`config.mk`:
```
export PLATFORM = sky130hd
export DESIGN_NAME = iob_reg_arbiter
export DESIGN_NICKNAME = d
export VERILOG_FILES = /design/src/rtl/iob_reg_arbiter.sv
export SDC_FILE = /design/constraint.sdc
export NUM_CORES = 1
export LEC_CHECK = 0
export CORE_ASPECT_RATIO = 1.4
export CORE_MARGIN = 2
export CORE_UTILIZATION = 33
export DETAILED_ROUTE_END_ITERATION = 7
export GPL_TIMING_DRIVEN = 0
export HOLD_SLACK_MARGIN = 0.03
export PLACE_DENSITY = 0.79
export SLEW_MARGIN = 25
export SYNTH_ARGS = -nofsm -noshare
export SYNTH_HDL_FRONTEND = slang
export SYNTH_SLANG_ARGS = --single-unit
```
`constraint.sdc`:
```
create_clock -name clk -period 1.53 [get_ports clk]
set_input_delay 0.153 -clock clk [delete_from_list [all_inputs] [get_ports clk]]
set_output_delay 0.153 -clock clk [all_outputs]
set_load 0.05 [all_outputs]
```
`src/rtl/iob_reg_arbiter.sv`:
```
// Round-robin arbiter that serialises N requesters' writes into one shared
// DATA_W-bit register, returning a one-cycle ack to the winning requester.
module iob_reg_arbiter #(
  parameter int unsigned       N       = 4,
  parameter int unsigned       DATA_W  = 32,
  parameter logic [DATA_W-1:0] RST_VAL = '0
) (
  input  logic                clk,
  input  logic                arst,
  input  logic                rst,
  input  logic [N-1:0]        req_i,
  input  logic [N*DATA_W-1:0] data_i,
  output logic [N-1:0]        grant_o,
  output logic [N-1:0]        ack_o,
  output logic [DATA_W-1:0]   data_o,
  output logic                busy_o
);

  localparam int unsigned      IDX_W = (N > 1) ? $clog2(N) : 1;
  localparam logic [IDX_W-1:0] LAST  = IDX_W'(N - 1);
  localparam logic [N-1:0]     ONE   = N'(1);

  typedef enum logic [1:0] {
    IDLE,
    WRITE,
    ACK
  } state_t;

  state_t           state;
  logic [IDX_W-1:0] ptr;
  logic [IDX_W-1:0] g;
  logic [IDX_W-1:0] sel;
  logic [N-1:0]     rot;
  logic [IDX_W:0]   sum;

  // Rotate requests so bit 0 is the pointer position; the first set bit at
  // offset i maps back to requester (ptr + i) mod N, which always stays < N.
  assign rot = N'({req_i, req_i} >> ptr);

  always_comb begin
    sel = '0;
    sum = '0;
    for (int unsigned i = N; i > 0; i--) begin
      if (rot[i-1]) begin
        sum = {1'b0, ptr} + (IDX_W+1)'(i - 1);
        if (sum >= (IDX_W+1)'(N)) begin
          sum = sum - (IDX_W+1)'(N);
        end
        sel = IDX_W'(sum);
      end
    end
  end

  always_ff @(posedge clk or posedge arst) begin
    if (arst) begin
      state   <= IDLE;
      ptr     <= '0;
      g       <= '0;
      grant_o <= '0;
      ack_o   <= '0;
      busy_o  <= 1'b0;
      data_o  <= RST_VAL;
    end else if (rst) begin
      state   <= IDLE;
      ptr     <= '0;
      g       <= '0;
      grant_o <= '0;
      ack_o   <= '0;
      busy_o  <= 1'b0;
      data_o  <= RST_VAL;
    end else begin
      case (state)
        IDLE: begin
          if (|req_i) begin
            g       <= sel;
            grant_o <= ONE << sel;
            busy_o  <= 1'b1;
            state   <= WRITE;
          end
        end
        WRITE: begin
          data_o <= data_i[g*DATA_W +: DATA_W];
          ack_o  <= ONE << g;
          state  <= ACK;
        end
        ACK: begin
          ptr     <= (g == LAST) ? '0 : g + 1'b1;
          grant_o <= '0;
          ack_o   <= '0;
          busy_o  <= 1'b0;
          state   <= IDLE;
        end
        default: begin
          grant_o <= '0;
          ack_o   <= '0;
          busy_o  <= 1'b0;
          state   <= IDLE;
        end
      endcase
    end
  end

endmodule
```
==> out/metrics.csv <==
stage;metric;value;unit
run_status;outcome;finished, violations left;
run_status;violations;negative setup slack;
timing;clock_skew;0.00207;ns
job;maxCapViolCount;0;
worst_setup_path;r2r_cells;4;
drt;wl;9380;um
pwr;p_sw_share;29.6;%
drt;vias;2538;
synthesis;ys_warn_count;0;
drt;avgRoutedWirePerCell;19.4;um
timing;setup_violations;9;
cts;clk_pin_slew;0.06;ns
synthesis;syn-num-nets;328;
floorplan;die_x;80.4;um
synthesis;synthesis.area;0.00270;sq mm
cts;cts_root_buf;clkbuf_16;
grt;antenna_found_initial;0;
pwr;power.internal;2.76;mW
placed_design;dpl.cell_count;467;
layout;finalNetCount;520;
grt;grt_pass1_vias;2737;
timing;final_hold_viol_count;0;
worst_setup_path;critPathKind;reg2reg;
layout;final_common_cell;clkdlybuf4s50_1;
floorplan;die_h;111;um
timing;rsz0062_at_grt;yes;
cts;cts_tree;built;
timing;worst_slack;-0.0395;ns
worst_setup_path;crit_required;1.69;ns
timing;max_slew_margin;64.9;%
layout;stdcell_count;484;
drt;drtIter0Drc;99;
timing;tns;-0.0783;ns
cts;clk_latency;0.28;ns
pwr;power_frac_comb;35.6;%
grt;grt_max_degree;27;
timing;period_share;103;%
layout;layout-drive-gt1-share;18.3;%
layout;layout_common_cells;134 x clkdlybuf4s50_1, 46 x dfrtp_1, 41 x dlygate4sd2_1;
pwr;max-vdd-ir-drop;560;uV
drt;drc;0;
cts;clk_path_buf_depth;2;
worst_setup_path;critPathMaxFanout;7;
cts;cts-htree-levels;2;
worst_setup_path;reg2reg_slack;-0.04;ns
synthesis;ys_ff_latch;47;
floorplan;ios;176;
floorplan;num_rows;39;
drt;ant_nets;0;
synthesis;synth_top_cell_by_area;dfrtp_1;
timing;fmax;0.637;GHz
timing;worstMarginPinSlew;0.529;ns
worst_setup_path;reg2reg_from;g[0];
placed_design;numPortBuffers;175;
min_path;hp-class;in2async;
placed_design;gp_congestion;0.766;
worst_setup_path;r2r-end;data_o[26];
synthesis;ys_seq_area_share;43.6;%
pwr;power_switching;1.16;mW
grt;grt-ovfl-total;0;
drt;vias_per_cell;5.24;
floorplan;die_area;0.00893;sq mm
synthesis;synth_top_area_share;43.6;%
floorplan;core;0.00805;sq mm
timing;min_period;1.57;ns
synthesis;synthCells;189;
layout;n_antenna_cell;0;
layout;n_fill_cell;656;
placed_design;hpwl;7300;um
grt;grt_usage;20.6;%
cts;cts_sinks;47;
placed_design;post-place-ws;-0.237;ns
pwr;p_seq_share;35.6;%
synthesis;ys_types;27;
synthesis;avgSynthCellArea;14.3;sq um
layout;area_growth;81.4;%
pwr;p_leak;2.17;nW
timing;drv_slew;0;
floorplan;initial_core_util;33.5;%
worst_setup_path;end_kind;flip-flop;
synthesis;synth_area_leaders;dfrtp_1 44%, mux4_2 23%, a22o_1 10%;
pwr;power_frac_clock;28.8;%
grt;grt_pass1_wl;14200;um
drt;first_pass_iters;4;
worst_setup_path;crit_path_start_kind;flip-flop;
cts;cts_buffers;5;
pwr;cellPowerDensity;800;mW/mm^2
worst_setup_path;critPathArrivalTime;1.73;ns
timing;whs;0.230;ns
==> layout make-up <==
type                            instances  area, sq um  area share (%)
Buffer                                 16          148            3.02
Clock buffer                            8          156            3.20
Inverter                                5         18.8           0.383
Multi-Input combinational cell        121         1410            28.8
Sequential cell                        47         1180            24.1
Tap cell                              102          128            2.61
Timing Repair Buffer                  185         1860            38.0
==> through the flow <==
stage	power, mW	area (sq um)	util (%)
finish	3.91	4890	60.8
global route	4.10	4890	60.8
CTS	3.89	4760	59.2
detailed placement	2.78	4600	57.1
global placement	2.75	4580	56.9
floorplan	2.15	2700	-
==> logic make-up after synthesis <==
group,after synthesis,share of synthesized area (%)
compound gates,52,15.1
fa+ha+maj,4,1.85
flops,47,43.6
buf+inv,21,4.54
mux,37,29.3
simple gates,28,5.66
==> critical path: stages (launching register included) <==
cell       delay [ns]
dfrtp_2          0.42
buf_12           0.16
clkbuf_16        0.15
mux4_2           0.51
a22o_1           0.21
==> registers in the layout (all words and copies together) (netlist names) <==
| signal | count |
|---|---|
| data_o | 32 |
| ack_o | 4 |
| grant_o | 4 |
| g | 2 |
| ptr | 2 |
| state | 2 |
| busy_o | 1 |
==> how the worst max path moves through the flow <==
stage,from,to,slack [ns],depth (start not counted)
floorplan,g[0],data_o[10],0.06,4
global placement,arst,ptr[0],-0.63,2
detailed placement,req_i[3],grant_o[3],-0.24,5
CTS,g[0],data_o[18],0.003,4
global route,g[0],data_o[26],-0.07,4
finish,g[0],data_o[26],-0.04,4
==> synth_stat cells <==
library cell and count:
a211oi_1 1, a21o_1 1, a21oi_1 6, a22o_1 32
and2_1 1, buf_2 11, buf_6 4, clkbuf_1 1
dfrtp_1 47, ha_1 4, inv_1 5, mux2i_1 5
mux4_1 5, mux4_2 27, nand2_1 2, nand2b_1 1
nand3_1 4, nor2_1 12, nor2_2 1, nor2b_1 3
nor4b_2 2, o21ai_0 4, o21bai_1 1, o311ai_0 1
o31a_1 1, o31ai_1 5, or2_1 2
==> layer usage <==
metal | wire (um) | share of wire, % | track usage, %
met5 | 0 | 0 | 0
met2 | 5180 | 55 | 37.9
met3 | 735 | 7.8 | 5.62
met4 | 87 | 0.93 | 3.95
met1 | 3380 | 36 | 23.3
==> what timing repair did <==
action                                  in CTS  in global routing
hold buffers                                 0                  0
gates cloned                                 0                  4
pin swaps                                    0                  2
endpoints found under the hold margin        0                  0
setup buffers                                3                  2
endpoints found under the setup margin      72                 31
gates resized for setup                     52                  9
==> power by group through the flow <==
| stage | Sequential, mW | Clock, mW | Combinational, mW |
|---|---|---|---|
| after floorplan | 1.70 | 0 | 0.444 |
| after global placement | 1.41 | 0 | 1.34 |
| after detailed placement | 1.42 | 0 | 1.37 |
| after CTS | 1.39 | 1.16 | 1.34 |
| after global routing | 1.41 | 1.22 | 1.47 |
| final | 1.39 | 1.13 | 1.39 |
No activity file was read; power rests on OpenSTA's default activity.
